### config.mk
export PLATFORM = sky130hd
export DESIGN_NAME = inst_d
export DESIGN_NICKNAME = d
export VERILOG_FILES = /design/src/rtl/inst_d.sv
export SDC_FILE = /design/constraint.sdc
export NUM_CORES = 2
export LEC_CHECK = 0
export CORE_MARGIN = 8
export CORE_UTILIZATION = 25
export CTS_CLUSTER_DIAMETER = 150
export DETAILED_ROUTE_END_ITERATION = 8
export HOLD_SLACK_MARGIN = 0.1
export PLACE_DENSITY_LB_ADDON = 0.12
export SETUP_SLACK_MARGIN = 0.05
export SLEW_MARGIN = 10
export SYNTH_ARGS = -nofsm -noshare
export SYNTH_HDL_FRONTEND = slang
export SYNTH_SLANG_ARGS = --single-unit
export TNS_END_PERCENT = 1
### constraint.sdc
create_clock -name clk -period 2.9 [get_ports clk]
set_input_delay 0.435 -clock clk [delete_from_list [all_inputs] [get_ports clk]]
set_output_delay 0.435 -clock clk [all_outputs]
set_load 0.05 [all_outputs]
### src/rtl/inst_d.sv
// Instruction decode stage: IF/ID register, 32-entry register file, RAW-hazard stall FSM and ID/EX register.
// Optional macro DECODE_WB_BYPASS_EN forwards a same-cycle writeback into register reads.
module inst_d #(
   parameter int XLEN  = 32,
   parameter int NREGS = 32
) (
   input  logic            clk,
   input  logic            rst,
   input  logic [31:0]     if_instruction,
   input  logic [XLEN-1:0] if_pc,
   input  logic            ex_flush,
   input  logic [4:0]      ex_dest,
   input  logic            ex_reg_write,
   input  logic [4:0]      mem_dest,
   input  logic            mem_reg_write,
   input  logic            wb_en,
   input  logic [4:0]      wb_dest,
   input  logic [XLEN-1:0] wb_data,
   output logic            id_stall,
   output logic [4:0]      rs_f_id,
   output logic [4:0]      rt_f_id,
   output logic [4:0]      rd_f_id,
   output logic [4:0]      id_dest,
   output logic            reg_write_f_id,
   output logic            idex_valid,
   output logic [XLEN-1:0] idex_pc,
   output logic [5:0]      idex_opcode,
   output logic [XLEN-1:0] idex_rs_val,
   output logic [XLEN-1:0] idex_rt_val,
   output logic [XLEN-1:0] idex_imm,
   output logic [4:0]      idex_dest,
   output logic            idex_reg_write,
   output logic            idex_mem_read,
   output logic            idex_mem_write,
   output logic            idex_halt,
   output logic [1:0]      fsm_state
);

   typedef enum logic [1:0] {
      RUN    = 2'd0,
      STALL  = 2'd1,
      HALTED = 2'd2
   } state_t;

   state_t state, next_state;

   logic            ifid_valid;
   logic [31:0]     ifid_instr;
   logic [XLEN-1:0] ifid_pc;

   logic [5:0]  op;
   logic [4:0]  rs, rt, rd;
   logic [15:0] imm16;

   assign op      = ifid_instr[31:26];
   assign rs      = ifid_instr[25:21];
   assign rt      = ifid_instr[20:16];
   assign rd      = ifid_instr[15:11];
   assign imm16   = ifid_instr[15:0];
   assign rs_f_id = rs;
   assign rt_f_id = rt;
   assign rd_f_id = rd;

   // Decode table; non-writing instructions report dest 0.
   logic       uses_rs, uses_rt, dec_write, dec_mem_read, dec_mem_write, dec_halt, dec_known;
   logic [4:0] dec_dest;

   always_comb begin
      uses_rs       = 1'b0;
      uses_rt       = 1'b0;
      dec_write     = 1'b0;
      dec_mem_read  = 1'b0;
      dec_mem_write = 1'b0;
      dec_halt      = 1'b0;
      dec_known     = 1'b1;
      dec_dest      = 5'd0;
      if (op <= 6'd11) begin
         uses_rs   = 1'b1;
         dec_write = 1'b1;
         if (op[0]) begin
            dec_dest = rt;
         end else begin
            dec_dest = rd;
            uses_rt  = 1'b1;
         end
      end else begin
         case (op)
            6'd12: begin
               uses_rs      = 1'b1;
               dec_write    = 1'b1;
               dec_mem_read = 1'b1;
               dec_dest     = rt;
            end
            6'd13: begin
               uses_rs       = 1'b1;
               uses_rt       = 1'b1;
               dec_mem_write = 1'b1;
            end
            6'd14:   uses_rs = 1'b1;
            6'd15: begin
               uses_rs = 1'b1;
               uses_rt = 1'b1;
            end
            6'd16:   uses_rs = 1'b1;
            6'd17:   dec_halt = 1'b1;
            default: dec_known = 1'b0;
         endcase
      end
   end

   assign reg_write_f_id = ifid_valid && dec_write;
   assign id_dest        = reg_write_f_id ? dec_dest : 5'd0;

   // With the bypass, writeback data is forwarded instead of being waited for.
   logic wb_haz_en;
`ifdef DECODE_WB_BYPASS_EN
   assign wb_haz_en = 1'b0;
`else
   assign wb_haz_en = wb_en;
`endif

   function automatic logic busy(input logic [4:0] src, input logic [4:0] d, input logic we);
      return we && (d != 5'd0) && (d == src);
   endfunction

   logic rs_hit, rt_hit, hazard;

   always_comb begin
      rs_hit = busy(rs, ex_dest, ex_reg_write) || busy(rs, mem_dest, mem_reg_write) ||
               busy(rs, wb_dest, wb_haz_en);
      rt_hit = busy(rt, ex_dest, ex_reg_write) || busy(rt, mem_dest, mem_reg_write) ||
               busy(rt, wb_dest, wb_haz_en);
      hazard = ifid_valid && (state != HALTED) && ((uses_rs && rs_hit) || (uses_rt && rt_hit));
   end

   // Fetch handshake: id_stall=1 means decode is not ready; fetch must hold pc and
   // instruction, IF/ID keeps its contents and ID/EX receives a bubble that cycle.
   always_comb begin
      next_state = state;
      id_stall   = 1'b0;
      case (state)
         RUN, STALL: begin
            if (ex_flush) begin
               next_state = RUN;
            end else if (hazard) begin
               next_state = STALL;
               id_stall   = 1'b1;
            end else if (ifid_valid && dec_halt) begin
               next_state = HALTED;
            end else begin
               next_state = RUN;
            end
         end
         HALTED:  next_state = HALTED;
         default: next_state = RUN;
      endcase
   end

   always_ff @(posedge clk) begin
      if (rst) state <= RUN;
      else     state <= next_state;
   end

   assign fsm_state = state;

   logic issue;
   assign issue = ifid_valid && (state != HALTED) && !ex_flush && !hazard && dec_known;

   always_ff @(posedge clk) begin
      if (rst) begin
         ifid_valid <= 1'b0;
         ifid_instr <= '0;
         ifid_pc    <= '0;
      end else if (state == HALTED || next_state == HALTED || ex_flush) begin
         ifid_valid <= 1'b0;
      end else if (!hazard) begin
         ifid_valid <= 1'b1;
         ifid_instr <= if_instruction;
         ifid_pc    <= if_pc;
      end
   end

   logic [XLEN-1:0] regs [NREGS];

   always_ff @(posedge clk) begin
      if (rst) begin
         for (int i = 0; i < NREGS; i++) regs[i] <= '0;
      end else if (wb_en && wb_dest != 5'd0) begin
         regs[wb_dest] <= wb_data;
      end
   end

   logic [XLEN-1:0] rs_val, rt_val;

   always_comb begin
      rs_val = (rs == 5'd0) ? '0 : regs[rs];
      rt_val = (rt == 5'd0) ? '0 : regs[rt];
`ifdef DECODE_WB_BYPASS_EN
      if (wb_en && wb_dest != 5'd0 && wb_dest == rs) rs_val = wb_data;
      if (wb_en && wb_dest != 5'd0 && wb_dest == rt) rt_val = wb_data;
`endif
   end

   always_ff @(posedge clk) begin
      if (rst || !issue) begin
         idex_valid     <= 1'b0;
         idex_pc        <= '0;
         idex_opcode    <= '0;
         idex_rs_val    <= '0;
         idex_rt_val    <= '0;
         idex_imm       <= '0;
         idex_dest      <= '0;
         idex_reg_write <= 1'b0;
         idex_mem_read  <= 1'b0;
         idex_mem_write <= 1'b0;
         idex_halt      <= 1'b0;
      end else begin
         idex_valid     <= 1'b1;
         idex_pc        <= ifid_pc;
         idex_opcode    <= op;
         idex_rs_val    <= rs_val;
         idex_rt_val    <= rt_val;
         idex_imm       <= {{(XLEN-16){imm16[15]}}, imm16};
         idex_dest      <= dec_dest;
         idex_reg_write <= dec_write;
         idex_mem_read  <= dec_mem_read;
         idex_mem_write <= dec_mem_write;
         idex_halt      <= dec_halt;
      end
   end

endmodule
# After elaboration in Yosys (flattened, before gate mapping)
# Memory sizes are Yosys's and may differ from the RTL's. A register that Yosys moved wholly into a read port is not among the register bits.
# Index checks and enable logic that the tools add are counted.
[totals]
output_inout_bits = 168
ramBits = 1024
inputBits = 117
n_memories = 1
regBits = 131
word_cells = 110
[op_classes]
bitwise = 2
eq_ne = 16
n_lt_le_gt_ge = 1
mux = 32
reduce_logical = 45
[mem_list]
columns = ["memory", "depth", "word_bits", "read_ports", "rd_clocked_by_memory_dff", "write_ports", "line_no", "source"]
rows = [
  ["regs", 32, 32, 2, 2, 32, "183", "logic [XLEN-1:0] regs [NREGS];"],
]
[op_table]
columns = ["operator", "count"]
rows = [
  ["32-bit two-way mux", 1],
  ["32-bit OR reduction", 1],
  ["5-bit equality test", 6],
  ["5-bit two-way mux", 5],
  ["6-bit by 4-bit equality test with 1-bit output, second input constant", 4],
  ["1-bit two-way mux", 22],
  ["1-bit logical AND", 18],
  ["5-bit nonzero test", 3],
  ["6-bit by 5-bit equality test with 1-bit output, second input constant", 2],
  ["2-bit OR reduction", 6],
  ["5-bit logical NOT", 2],
  ["1-bit logical OR", 8],
  ["6-bit by 4-bit <= comparator with 1-bit output, second input constant", 1],
  ["2-bit two-way mux", 3],
  ["6-bit OR reduction", 1],
  ["5-bit OR reduction", 1],
  ["2-bit equality test, second input constant", 2],
  ["2-bit case mux with 2 select lines", 1],
  ["1-bit logical NOT", 3],
  ["2-bit by 1-bit equality test with 1-bit output, second input constant", 1],
  ["2-bit logical NOT", 1],
  ["2-bit != test, second input constant", 1],
  ["1-bit inverter", 2],
  ["2-bit AND reduction", 1],
]

# Depth between registers and ports, before layout
[depth]
ltp_word = 16
mapped_depth = 9
depth_no_buf = 6

# Least setup slack after synthesis
# No wires, ideal clock.
[synth_path]
path_kind = "input port to output port"
startpoint = "input wb_dest[0]"
endpoint = "output id_stall"
slack_ns = -0.229
arrival_ns = 2.694
required_time_ns = 2.465
path_stages = 7
path_cell_list = "clkbuf_1 > xnor2_1 > nand3_1 > nor4_1 > o31a_1 > nor2_1 > nor3_1"
[synth_between]
elab_chain_len = 10
[synth_lines]
columns = ["element", "line_no", "source"]
rows = [
  ["start, declared", "17", "input logic [4:0] wb_dest,"],
  ["5-bit nonzero test", "123", "return we && (d != 5'd0) && (d == src);"],
  ["1-bit logical AND (2 in series)", "123", ""],
  ["1-bit logical OR (on tied branches)", "129, 131", ""],
  ["1-bit logical AND", "133", "hazard = ifid_valid && (state != HALTED) && ((uses_rs && rs_hit) || (uses_rt && rt_hit));"],
  ["1-bit logical OR *", "133", ""],
  ["1-bit logical AND *", "133", ""],
  ["1-bit two-way mux *", "145", "end else if (hazard) begin"],
  ["1-bit two-way mux *", "143", "if (ex_flush) begin"],
  ["1-bit two-way mux *", "141", "case (state)"],
  ["end, declared", "19", "output logic id_stall,"],
]
# Mark *: on every way between the ends. The rest lies on a longest branch, timed or not.

# Worst setup path in the final report
[layout_path]
startpoint = "register ifid_instr[18]"
endpoint = "output id_stall"
[layout_between]
elab_chain_len = 10
[layout_lines]
columns = ["element", "line_no", "source"]
rows = [
  ["start, declared", "48", "logic [31:0] ifid_instr;"],
  ["start signal, assigned", "178", "ifid_instr <= if_instruction;"],
  ["5-bit equality test", "123", ""],
  ["1-bit logical AND", "123", ""],
  ["1-bit logical OR", "131", "rt_hit = busy(rt, ex_dest, ex_reg_write) || busy(rt, mem_dest, mem_reg_write) ||"],
  ["1-bit logical OR *", "131", ""],
  ["1-bit logical AND *", "133", ""],
  ["1-bit logical OR *", "133", ""],
  ["1-bit logical AND *", "133", ""],
  ["1-bit two-way mux *", "145", ""],
  ["1-bit two-way mux *", "143", ""],
  ["1-bit two-way mux *", "141", ""],
]
# Marked as above.

==> run metrics <==
status complete, but fails checks; failing checks setup timing; fin cells 7585; r2r setup slk -30 ps; number of synthesized flops with an enable pin 1024; area grow syn2layout 24.8%; Leak 0.0254 uW; CTS sink cnt 1219; crit path max-delay cell type dfxtp_4; I/O Buffers 284; total global routing overflow 0; initial core utilization 25.1%; CP endpoint kind output port; Fmax 0.325 GHz; total of max-cap violations 0; # setup viols final 62; htree depth 4; most numerous cell in the Yosys netlist and2_1; #FFs+latches synth 1219; DRC 0; Worst-Margin Slew 1090 ps; Psw 11700 uW; Final Max Slew Viols 0; pin count of the biggest net entering global routing 151; vias per cell 4.81; Area contributors post-synth edfxtp_1, mux4_2, and2_1; most common flop cell mapped by yosys edfxtp_1; Core Rows 181; 1st-pass router iterations 7; synthesized area per cell 15.9 sq um; first-pass GRT wire length 340 mm; post-place setup slack -771 ps; family with the most delay on the worst path simple AND/OR/NAND/NOR gates; Warnings, synthesis 0; GPL Wtd Cong 0.768; WL per Instance 33.2 microns; post-route total power 44800 uW; synth cell count leaders and2_1, edfxtp_1, mux4_2, clkbuf_1, dfxtp_1; hold path depth 3; Worst Hold Endpoint ifid_instr[20]; clk buf depth 3; Clock Tree Root clkbuf_16; Fin. Hold Viols 0; CP Data Arrival Time 2640 ps; HPWL after DPL 162 mm; P_int 33100 uW; total global-route track usage 19.0%; hold_sp if_instruction[20]; vias in the first global route 37700; number of library cell types mapped by synthesis 44; critical path type flop to output port; Chip Width 510 microns; antenna-violating nets left 0; critical path peak fanout 3; cts bufs inserted 149; clk slew on worst S/H paths 60 ps; io pins 285; peak supply drop 0.000487 V; share of post-route cells with drive strength above 1 30.7%; Setup Skew 38.4 ps; reg2reg start ifid_instr[16]; Crit Reg-Reg Endpoint ifid_instr[27]; CORE AREA 243000 sq um; RSZ-0062 raised after global routing yes; Seq/Total Area, Yosys 56.8%; Iter 0 DRT Violations 3577; r2r worst-path depth 10; share of flip-flops with an asynchronous set or reset 0%; Hold WC Path Type primary input to flop; Sequential Power Share 45.4%; share of Yosys cell area claimed by the top area cell type 50.4%; Crit path largest cell delay 410 ps; antenna violations before repair 55; Clock Latency Late Sink 810 ps; CTS tree done; Post-Synthesis Cell Area 61000 sq um; Final TNS setup -3990 ps; vias 36500; Power per Cell Area 588 nW/um^2; die footprint 260000 sq um; Setup WS post-layout -176 ps; Setup crit start kind flop; final clock period utilization by the worst path 106%; Worst Path Required 2470 ps; Inst Count DP 7275; relative slew slack 27.0%; Gate power share 13.8%; Nets 4359; CP Buf/Inv Count 2; Clock power frac 40.8%; Switching Share 26.1%; cells along the critical path xor2_1, nor4_4, buf_4, o31a_1, nor2_2, nor3_2, buf_12; WL final 252 mm; top cell type by total area after synthesis edfxtp_1; die height 510 microns; Final Critical Period 3080 ps; Syn Inst Count 3832
[routing by layer]
metal	global-route usage, %	wire, microns
met5	0	77
met1	26.2	112000
met3	3.31	15000
met2	31.5	120000
met4	4.13	5140
[registers in the layout (all words and copies together) (netlist names)]
signal,count
idex_reg_write,1
idex_mem_write,1
regs,1024
idex_pc,32
ifid_pc,32
idex_rs_val,32
idex_opcode,6
idex_imm,16
ifid_instr,32
idex_valid,1
ifid_valid,1
idex_halt,1
fsm_state,2
idex_rt_val,32
idex_mem_read,1
idex_dest,5
[tightest hold or removal path, cell delays in order]
cell	delay (ps)
clkdlybuf4s50_1	400
nand2b_1	70
mux2i_1	60
[kinds of logic after synthesis]
group / share of synthesized area, %
other: 0.00615
buffers and inverters: 3.08
and+or+nand+nor: 13.7
DFF: 56.8
AOI/OAI and AO/OA: 0.254
muxes: 25.7
xor gates and xnor gates: 0.431
[per-stage QoR]
step                      utilization [%]  hold slack [ps]  instance area, sq um
after global placement               29.2              439                 70900
after global routing                 31.3              163                 76100
after detailed placement             29.2              438                 70900
after CTS                            31.2              131                 75900
after floorplan                         -              431                 61100
final                                31.3              201                 76100
[area by class of cell]
| cell class | count | area, sq um |
|---|---|---|
| Multi-Input combinational cell | 2224 | 25100 |
| Fill cell | 23700 | 167000 |
| Clock buffer | 199 | 4080 |
| Clock inverter | 74 | 549 |
| Antenna cell | 19 | 47.5 |
| Timing Repair Buffer | 648 | 7640 |
| Tap cell | 3202 | 4010 |
| Sequential cell | 1219 | 34700 |
[how the worst max path moves through the flow]
stage / from / end / cells after the start
finish: ifid_instr[18] / id_stall / 7
global placement: wb_dest[3] / ifid_instr[10] / 10
CTS: ifid_instr[24] / id_stall / 8
detailed placement: wb_dest[3] / ifid_instr[27] / 10
floorplan: wb_dest[0] / id_stall / 7
global route: ifid_instr[20] / id_stall / 8
[what timing repair did]
item                       in CTS  in global routing
gates resized for setup        57                 30
pin swaps                       9                  3
hold buffers                    1                  0
buffers inserted               15                  2
cloned                          0                  0
setup endpoints to repair      60                130
hold endpoints to repair        1                  0
[power by group through the flow]
stage,clock [uW],combinational (uW),sequential (uW)
3_3_place_gp,0,6140,20700
6_report,18200,6170,20300
5_1_grt,19400,6440,20400
2_1_floorplan,0,3320,20600
4_1_cts,18800,6240,20300
3_5_place_dp,0,6110,20700
[cells in the final DEF, fill, tap and decap left out, drive strengths merged, types with 6 or more instances in the layout]
| master | count |
|---|---|
| clkdlybuf4s50 | 265 |
| nor4 | 6 |
| conb | 33 |
| nand2b | 129 |
| clkbuf | 199 |
| inv | 9 |
| clkinv | 53 |
| buf | 371 |
| nand3 | 9 |
| diode | 19 |
| xnor2 | 20 |
| mux4 | 640 |
| edfxtp | 1024 |
| mux2i | 128 |
| dfxtp | 195 |
| nor3 | 6 |
| or2 | 32 |
| and2 | 1045 |
| nor2 | 109 |
| xor2 | 10 |
| nor2b | 13 |
| clkinvlp | 7 |
Power figures use the tool's default switching activity.
